### src/rtl/gpio_player_sync.sv
// Second-player control conditioner: synchronise, debounce and
// frame-latch two raw button lines, with one-cycle press pulses.
module gpio_player_sync #(
  parameter int DEBOUNCE_CYCLES = 40000,
  parameter int CNT_W = $clog2(DEBOUNCE_CYCLES)
) (
  input  logic clk,
  input  logic rst,
  input  logic gpio_left,
  input  logic gpio_right,
  input  logic v_tick,
  output logic m_left,
  output logic m_right,
  output logic left_press,
  output logic right_press
);

  localparam logic [CNT_W-1:0] CNT_MAX =
    CNT_W'(DEBOUNCE_CYCLES - 1);
  localparam logic [CNT_W-1:0] CNT_ONE = CNT_W'(1);

  // Bit 0 is the left channel, bit 1 the right channel.
  logic [1:0] raw;
  logic [1:0] s1_q, s1_d;
  logic [1:0] s2_q, s2_d;
  logic [1:0] deb_q, deb_d;
  logic [1:0] m_q, m_d;
  logic [1:0] press_q, press_d;
  logic [1:0][CNT_W-1:0] cnt_q, cnt_d;
  logic v_q, v_d;
  logic v_rise;

  assign raw = {gpio_right, gpio_left};

  always_comb begin
    s1_d    = raw;
    s2_d    = s1_q;
    v_d     = v_tick;
    v_rise  = v_tick & ~v_q;
    deb_d   = deb_q;
    cnt_d   = cnt_q;
    m_d     = m_q;
    press_d = '0;
    for (int i = 0; i < 2; i++) begin
      if (s2_q[i] == deb_q[i]) begin
        cnt_d[i] = '0;
      end else if (cnt_q[i] == CNT_MAX) begin
        deb_d[i] = s2_q[i];
        cnt_d[i] = '0;
      end else begin
        cnt_d[i] = cnt_q[i] + CNT_ONE;
      end
    end
    // Latch takes the pre-update debounced level.
    if (v_rise) begin
      m_d     = deb_q;
      press_d = deb_q & ~m_q;
    end
  end

  always_ff @(posedge clk) begin
    if (rst) begin
      s1_q    <= '0;
      s2_q    <= '0;
      deb_q   <= '0;
      cnt_q   <= '0;
      m_q     <= '0;
      press_q <= '0;
      v_q     <= 1'b0;
    end else begin
      s1_q    <= s1_d;
      s2_q    <= s2_d;
      deb_q   <= deb_d;
      cnt_q   <= cnt_d;
      m_q     <= m_d;
      press_q <= press_d;
      v_q     <= v_d;
    end
  end

  assign m_left      = m_q[0];
  assign m_right     = m_q[1];
  assign left_press  = press_q[0];
  assign right_press = press_q[1];

endmodule

### config.mk
export PLATFORM = sky130hd
export DESIGN_NAME = gpio_player_sync
export DESIGN_NICKNAME = d
export VERILOG_FILES = /design/src/rtl/gpio_player_sync.sv
export SDC_FILE = /design/constraint.sdc
export NUM_CORES = 1
export LEC_CHECK = 0
export CAP_MARGIN = 20
export CORE_MARGIN = 1.5
export CORE_UTILIZATION = 25
export CTS_CLUSTER_DIAMETER = 30
export DETAILED_ROUTE_END_ITERATION = 12
export MAX_ROUTING_LAYER = met4
export SETUP_SLACK_MARGIN = 0.3
export SLEW_MARGIN = 0
export SYNTH_ARGS = -nofsm -noshare
export SYNTH_HDL_FRONTEND = slang
export SYNTH_SLANG_ARGS = --single-unit
### constraint.sdc
create_clock -name clk -period 2.5 [get_ports clk]
set_input_delay 0.5 -clock clk [delete_from_list [all_inputs] [get_ports clk]]
set_output_delay 0.5 -clock clk [all_outputs]
set_load 0.01 [all_outputs]
==> results of run 1 <==
## power breakdown
part,switching [mW],internal [mW]
Clock,0.228,0.323
Combinational,0.0107,0.0117
Sequential,0.00294,0.689
Total,0.242,1.02
## metrics by stage
stage | setup WS, ns | util [%] | cell area (um2)
2_1_floorplan | 0.7554 | - | 1827
3_3_place_gp | 0.5330 | 28.34 | 1968
3_5_place_dp | 0.5001 | 28.34 | 1968
4_1_cts | 0.4770 | 30.04 | 2086
5_1_grt | 0.3361 | 30.04 | 2086
6_report | 0.5017 | 30.04 | 2086
## routing by layer
metal / global-route usage [%] / up-vias / part of all wire, %
met5: - / - / 0
met4: 4.261 / 0 / 2.1
met3: 3.358 / 5 / 2.3
met2: 13.95 / 8 / 43
met1: 11.85 / 585 / 52
li1: - / 695 / -
## sequential cells by signal (all words and copies together), names as in the netlist
| signal | flops |
|---|---|
| cnt_q | 32 |
| deb_q | 2 |
| m_q | 2 |
| press_q | 2 |
| s1_q | 2 |
| s2_q | 2 |
| v_q | 1 |
## worst reg2reg max path, cell delays in order (launching register included)
cell,delay [ns]
dfxtp_1,0.34
or4b_1,0.53
nor4_2,0.37
or3_1,0.51
nor2_1,0.12
## layout make-up
| cell class | count | area [um2] | area share [%] |
|---|---|---|---|
| Multi-Input combinational cell | 145 | 880.8 | 42.23 |
| Sequential cell | 43 | 860.8 | 41.27 |
| Tap cell | 96 | 120.1 | 5.759 |
| Timing Repair Buffer | 9 | 87.58 | 4.199 |
| Clock buffer | 6 | 82.58 | 3.959 |
| Clock inverter | 2 | 35.03 | 1.680 |
| Inverter | 5 | 18.77 | 0.8998 |
## cell usage in the layout, fill, tap and decap left out
master	count
a21oi_1	2
buf_4	1
bufinv_16	1
clkbuf_8	6
clkdlybuf4s50_1	8
clkinv_2	1
dfxtp_1	43
ha_1	2
inv_1	5
mux2i_1	3
nand2_1	11
nand2b_1	2
nand3_1	12
nand3b_1	1
nand4_1	10
nor2_1	38
nor2b_1	5
nor3_1	7
nor3b_1	2
nor4_1	9
nor4_2	2
o31ai_1	1
or2_2	1
or3_1	5
or4_1	1
or4b_1	2
xnor2_1	24
xor2_1	5
## cells by family (layout without fill, tap and decap cells)
kind of cell    Yosys count  count (layout)  share of synthesized area [%]
xor+xnor                 29              29                          13.90
compound gates            3               3                         0.9591
mux                       3               3                          1.644
simple gates            108             108                          30.34
fa+ha+maj                 2               2                          1.370
buf+inv                  12              22                          4.657
flops                    43              43                          47.12
## worst max-delay path by stage
stage | endpoint | start | slack (ns) | cells past startpoint
finish | cnt_q[12]$_SDFF_PP0_ | cnt_q[13]$_SDFF_PP0_ | 0.50 | 4
global route | cnt_q[12]$_SDFF_PP0_ | cnt_q[13]$_SDFF_PP0_ | 0.34 | 4
CTS | cnt_q[12]$_SDFF_PP0_ | cnt_q[13]$_SDFF_PP0_ | 0.48 | 4
detailed placement | cnt_q[12]$_SDFF_PP0_ | cnt_q[13]$_SDFF_PP0_ | 0.50 | 4
global placement | cnt_q[9]$_SDFF_PP0_ | cnt_q[13]$_SDFF_PP0_ | 0.53 | 4
floorplan | cnt_q[30]$_SDFF_PP0_ | cnt_q[22]$_SDFF_PP0_ | 0.76 | 7
==> impl_metrics.ini, run 1 <==
[die]
num_io_pins = 9
die-width_um = 88.48
die_h_um = 88.48
fp-row-count = 30
start_util_pct = 26.31
core_region_area_um2 = 6944
die_area_um2 = 7829

[final_layout]
final_nets = 216
synthToLayoutAreaGrowth_pct = 14.18
diodes = 0
fill_cells = 722
drive_gt1_share_pct = 5.714
fin_cells = 306

[worst_hold_path]
hold_start = s1_q[1]$_SDFF_PP0_
hold_end = s2_q[1]$_SDFF_PP0_
hold_depth = 1
hp-class = reg -> reg

[setup_path]
path_cells = or4b_1 -> nor4_2 -> or3_1 -> nor2_1
required_ns = 2.66
path_class = reg -> reg
r2r_cells = 4
cp.arrival_ns = 2.16
r2r_slack_ns = 0.50
timing.critical_path.slowest_stage_cell = or4b_1
slowest_delay_ns = 0.53
path_max_fanout = 16
regToRegEndpoint = cnt_q[12]$_SDFF_PP0_
start_kind = flop
r2r_start = cnt_q[13]$_SDFF_PP0_
cp_top_family = simple AND/OR/NAND/NOR gates
endpoint_kind = flop
crit_buf_inv = 0

[place]
place_inst = 298
finalWeightedCongestion = 0.8517
hpwlAfterDp_um = 2120
io_buffers = 8

[synthesis]
ys_warn_count = 0
synth_ff_type = dfxtp_1
synth.ff_latch_count = 43
synth_nets = 207
synth_top_cell_by_area = dfxtp_1
synthCells = 200
synth_top_area_share_pct = 47.12
synth_edf_count = 0
ys_seq_area_share_pct = 47.12
syn_area_um2 = 1827
synth.most_common_cell = dfxtp_1
synth.area.top_cells = dfxtp_1 (47%), xnor2_1 (12%), nor2_1 (7.8%), nand4_1 (3.4%), nand3_1 (3.3%)
avgSynthCellArea_um2 = 9.134
synth_common_cells = dfxtp_1 (43), nor2_1 (38), xnor2_1 (24)
async_flop_share_pct = 0
synth_cell_type_count = 28

[run]
cap_viol_max_count = 0

[route]
ant_nets = 0
drt_wl_total_um = 3143
drc = 0
dr.pass1.iters = 4
via_per_inst = 4.225
drt-wirelength-per-cell_um = 10.27
drt_iter0_markers = 77
vias = 1293

[global_route]
grt_usage_pct = 9.558
grt_start_max_net_pins = 17
antenna_found_initial = 0
grt_pass1_wl_um = 5568
grt_pass1_vias = 1260
grt_overflow = 0

[sta]
setup_tns_ns = 0
fin_crit_ns = 1.998
setup_viol = 0
fmax_ghz = 0.5004
post-route-period-util_pct = 79.93
hold_viol_final = 0
max_slew_margin_pct = 64.51
hold_ws_ns = 0.4407
fin_skew_ns = 0.005154
tightest_slew_ns = 0.5323
drv_slew = 0
rsz0062_at_grt = no

[cts]
cts-root-buf = clkbuf_8
clockBufferDepth = 2
clk_pin_slew_ns = 0.08
cts_resized = 0
clk_latency_ns = 0.29
clock-sinks = 43
cts_tree = built
numCtsBuffers = 5
htreeDepth = 2
post_cts_buffers = 0
cts_hold_buf = 0

[power_and_ir_drop]
finalPower_mw = 1.266
p_per_area_nw_per_um2 = 606.8
ir_drop_mv = 0.2784
power.leakage_nw = 0.5768

[outcome]
status = completed
Power figures use the tool's default switching activity.
==> run 2: changes to the inputs <==
==> constraint.sdc (replaced) <==
create_clock -name clk -period 1.9 [get_ports clk]
set_input_delay 0.38 -clock clk [delete_from_list [all_inputs] [get_ports clk]]
set_output_delay 0.38 -clock clk [all_outputs]
set_load 0.01 [all_outputs]
==> run 2 against run 1 <==
  * Critical path depth did not move
  * Fmax rose by 26%
  * Count of clock-buffer cells in the layout fell by 1
  * Sequential share of layout area fell by 2.9 points
  * Routed wire length rose by 2.9%
  * Cell area rose by 10%
  * Non-clock buffer count rose by 12
  * Combinational power rose by 60%
  * Via count rose by 4.1%
  * Power rose by 41%
  * Die area did not move
  * Setup slack got worse by 0.19 ns
  * Critical endpoint is now cnt_q[31]$_SDFF_PP0_
  * Largest power group unchanged
==> impl_metrics.ini, run 2 (synthesis gave the netlist of run 1 again) <==
[route]
drt_wl_total_um = 3233
dr.pass1.iters = 4
via_per_inst = 4.233
ant_nets = 0
drc = 0
vias = 1346
drt-wirelength-per-cell_um = 10.17
drt_iter0_markers = 52

[power_and_ir_drop]
power.leakage_nw = 0.6663
p_clk_share_pct = 47.0
finalPower_mw = 1.782
ir_drop_mv = 0.4849
cellInternalPower_mw = 1.450
switching_share_pct = 18.63
seqPwrFrac_pct = 51.0
combPwrFrac_pct = 2.0
switching_power_mw = 0.3320
p_per_area_nw_per_um2 = 776.6

[setup_path]
r2r_slack_ns = 0.31
required_ns = 2.13
start_kind = flop
r2r_cells = 4
cp.arrival_ns = 1.82
path_class = reg -> reg
path_max_fanout = 6
endpoint_kind = flop

[die]
fp-row-count = 30
num_io_pins = 9
start_util_pct = 26.31
core_region_area_um2 = 6944
die_h_um = 88.48
die-width_um = 88.48
die_area_um2 = 7829

[sta]
hold_viol_final = 0
fmax_ghz = 0.6306
hold_ws_ns = 0.4434
setup_viol = 0
setup_tns_ns = 0
tightest_slew_ns = 0.3418
fin_ws_ns = 0.3142
max_slew_margin_pct = 77.01
drv_slew = 0
post-route-period-util_pct = 83.46
rsz0062_at_grt = yes
fin_crit_ns = 1.586
fin_skew_ns = 0.009501

[final_layout]
synthToLayoutAreaGrowth_pct = 25.62
largest_reg_flops = 32
layout_commonest_cell = nor2_1
layout_common_cells = nor2_1 (38), dfxtp_1 (29), xnor2_1 (24)
final_area_um2 = 2295
final_nets = 228
fin_cells = 318
drive_gt1_share_pct = 22.07
top_register = cnt_q
diodes = 0
final_core_util_pct = 33.05

[cts]
cts_hold_buf = 0
clk_pin_slew_ns = 0.09
htreeDepth = 2
clock-sinks = 43
numCtsBuffers = 5
cts_tree = built
clk_latency_ns = 0.29
cts-root-buf = clkbuf_8
clockBufferDepth = 2

[worst_hold_path]
hp-class = reg -> reg
hold_depth = 1

[global_route]
grt_usage_pct = 9.533
grt_overflow = 0
antenna_found_initial = 0
grt_start_max_net_pins = 17
grt_pass1_wl_um = 5727
grt_pass1_vias = 1314

[run]
cap_viol_max_count = 0

[place]
place_inst = 307
dpl-instance-area_um2 = 2037
finalWeightedCongestion = 0.7794
pre_cts_ws_ns = 0.1495
hpwlAfterDp_um = 2202
io_buffers = 8

[outcome]
status = completed
==> run 2: timing repair <==
item | in CTS | in global routing
setup buffers | 1 | 1
setup endpoints to repair | 36 | 33
pin swaps | 5 | 1
gates resized for setup | 16 | 19
cloned | 0 | 1
==> run 2: final cells by class <==
cell class	count	area [um2]
Clock buffer	5	68.82
Fill cell	703	4649
Tap cell	96	120.1
Multi-Input combinational cell	145	948.4
Inverter	5	18.77
Sequential cell	43	880.8
Timing Repair Buffer	21	190.2
Clock inverter	3	67.56
==> run 2: worst paths after layout <==
kind,startpoint,endpoint
worst max register to register,cnt_q[23]$_SDFF_PP0_,cnt_q[31]$_SDFF_PP0_
worst min-delay path,s1_q[1]$_SDFF_PP0_,s2_q[1]$_SDFF_PP0_
worst max-delay path,cnt_q[23]$_SDFF_PP0_,cnt_q[31]$_SDFF_PP0_
worst min register to register,s1_q[1]$_SDFF_PP0_,s2_q[1]$_SDFF_PP0_
==> run 2: critical path, cell delays in order, from the launching register on <==
cell and delay [ns]:
dfxtp_2 0.38, nand3_1 0.17, or2_2 0.33, or4_1 0.51, a21oi_1 0.13
==> run 2: power by group through the flow <==
stage / clock (mW) / sequential, mW / combinational [mW]
after floorplan: 0 / 0.931 / 0.0223
after global placement: 0 / 0.932 / 0.0315
after detailed placement: 0 / 0.932 / 0.0316
after CTS: 0.856 / 0.910 / 0.0322
after global routing: 0.895 / 0.910 / 0.0400
final: 0.837 / 0.909 / 0.0359
==> run 2: routing by layer <==
layer  wire length, um  track usage, %  up-vias
li1                  -               -      719
met1              1659           12.14      597
met2              1383           14.16       25
met3               145           2.892        5
met4                43           3.693        0
met5                 0               -        -
==> run 3: changes to the inputs <==
==> constraint.sdc (replaced) <==
create_clock -name clk -period 1.5 [get_ports clk]
set_input_delay 0.3 -clock clk [delete_from_list [all_inputs] [get_ports clk]]
set_output_delay 0.3 -clock clk [all_outputs]
set_load 0.01 [all_outputs]
==> run 3 against run 2 <==
  * The flow now finishes with violations (setup timing)
  * Count of clock-buffer cells in the layout is 1 higher
  * Critical path depth increased by 1
  * Hold slack worse by 0.011 ns
  * First-iteration DRC count rose by 7.7%
  * Critical path type unchanged
  * Largest cell class unchanged
==> impl_metrics.ini, run 3 (synthesis gave the netlist of run 1 again) <==
[cts]
cts_tree = built
numCtsBuffers = 5
htreeDepth = 2
clock-sinks = 43
clockBufferDepth = 2
clk_latency_ns = 0.30
clk_pin_slew_ns = 0.09
cts_hold_buf = 0
cts-root-buf = clkbuf_8

[sta]
hold_viol_final = 0
fmax_ghz = 0.6170
setup_tns_ns = -2.581
setup_viol = 34
fin_skew_ns = 0.007495
drv_slew = 0
max_slew_margin_pct = 76.19
post-route-period-util_pct = 108.0
tightest_slew_ns = 0.3539
fin_ws_ns = -0.1207
fin_crit_ns = 1.621
rsz0062_at_grt = yes

[worst_hold_path]
hp-class = reg -> reg

[global_route]
grt_start_max_net_pins = 15
grt_usage_pct = 11.11
grt_overflow = 0
grt_pass1_wl_um = 6444
grt_pass1_vias = 1471
antenna_found_initial = 0

[setup_path]
r2r_cells = 5
regToRegEndpoint = cnt_q[31]$_SDFF_PP0_
path_max_fanout = 7
path_cells = or4b_1 -> nor4_2 -> or3_4 -> buf_6 -> a21oi_1
required_ns = 1.68
r2r_slack_ns = -0.12
endpoint_kind = flop
start_kind = flop
cp.arrival_ns = 1.80
slowest_delay_ns = 0.53
path_class = reg -> reg
timing.critical_path.slowest_stage_cell = or4b_1
cp-startpoint = cnt_q[25]$_SDFF_PP0_
crit_path_end = cnt_q[31]$_SDFF_PP0_
r2r_start = cnt_q[25]$_SDFF_PP0_

[final_layout]
drive_gt1_share_pct = 32.81
final_nets = 259
final_area_um2 = 2495
multi_input_area_um2 = 973.4
top_register = cnt_q
ff_latch_area_um2 = 867.1
diodes = 0
fin_cells = 349
fill_cells = 699
layout_commonest_cell = buf_4
largest_reg_flops = 32
synthToLayoutAreaGrowth_pct = 36.58
layout_common_cells = buf_4 (40), dfxtp_1 (38), nor2_1 (25)

[outcome]
status = complete, but fails checks
violations = setup timing

[place]
io_buffers = 8
finalWeightedCongestion = 0.7972
hpwlAfterDp_um = 2644
dpl-instance-area_um2 = 2277
place_inst = 339

[route]
via_per_inst = 4.209
drt_wl_total_um = 3737
dr.pass1.iters = 4
drc = 0
ant_nets = 0
drt-wirelength-per-cell_um = 10.71
drt_iter0_markers = 56
vias = 1469

[die]
die_area_um2 = 7829
start_util_pct = 26.31
die_h_um = 88.48
core_region_area_um2 = 6944
die-width_um = 88.48
fp-row-count = 30
num_io_pins = 9

[run]
cap_viol_max_count = 0

[power_and_ir_drop]
ir_drop_mv = 0.6712
power.leakage_nw = 0.8094
p_per_area_nw_per_um2 = 802.8
[run 3: cell type report]
type                       instances  area share [%]
multi-input combinational        145           39.02
inverter                           5          0.7523
tap                               96           4.814
sequential                        43           34.75
clock inverter                     2          0.6520
clock buffer                       6           3.310
timing repair buffer              52           16.70
[run 3: timing repair]
action	in CTS	in global routing
endpoints found under the setup margin	39	38
buffers inserted	0	1
cloned	1	0
gates resized for setup	23	28
pin swaps	6	1
[run 3: how the worst min path moves through the flow]
stage | start | endpoint | slack, ns | cells past startpoint
6_report | m_q[1]$_SDFFE_PP0P_ | press_q[1]$_SDFF_PP0_ | 0.43 | 1
5_1_grt | m_q[1]$_SDFFE_PP0P_ | press_q[1]$_SDFF_PP0_ | 0.45 | 1
4_1_cts | m_q[0]$_SDFFE_PP0P_ | press_q[0]$_SDFF_PP0_ | 0.45 | 1
3_5_place_dp | s1_q[0]$_SDFF_PP0_ | s2_q[0]$_SDFF_PP0_ | 0.43 | 1
3_3_place_gp | s1_q[1]$_SDFF_PP0_ | s2_q[1]$_SDFF_PP0_ | 0.42 | 1
2_1_floorplan | s1_q[0]$_SDFF_PP0_ | s2_q[0]$_SDFF_PP0_ | 0.41 | 1
[run 3: stage by stage]
step           power (mW)  utilization (%)  setup WS, ns  hold WS [ns]
4_1_cts             2.022            34.88       -0.1438        0.4451
3_3_place_gp        1.225            32.79       -0.1299        0.4182
3_5_place_dp        1.226            32.79       -0.1595        0.4291
6_report            2.003            35.93       -0.1207        0.4320
5_1_grt             2.093            35.93       -0.1932        0.4532
2_1_floorplan       1.207                -       -0.2403        0.4138
[run 3: worst max-delay path: cells and delay by family (launching register included)]
family,cells,cell delay [ns]
simple gates,3,1.04
buf+inv,1,0.12
flops,1,0.31
compound gates,1,0.04
[run 3: routing by layer]
metal | vias to the layer above | wire (um) | global-route usage, %
li1 | 783 | - | -
met1 | 668 | 1792 | 13.08
met2 | 13 | 1763 | 17.42
met3 | 5 | 103 | 3.638
met4 | 0 | 78 | 4.688
met5 | - | 0 | -
[run 3: power by group]
group | leakage (nW) | internal [mW] | switching (mW) | total [mW]
sequential | 0.350 | 1.15 | 0.00409 | 1.15
combinational | 0.412 | 0.0317 | 0.0247 | 0.0564
clock | 0.0474 | 0.376 | 0.418 | 0.794
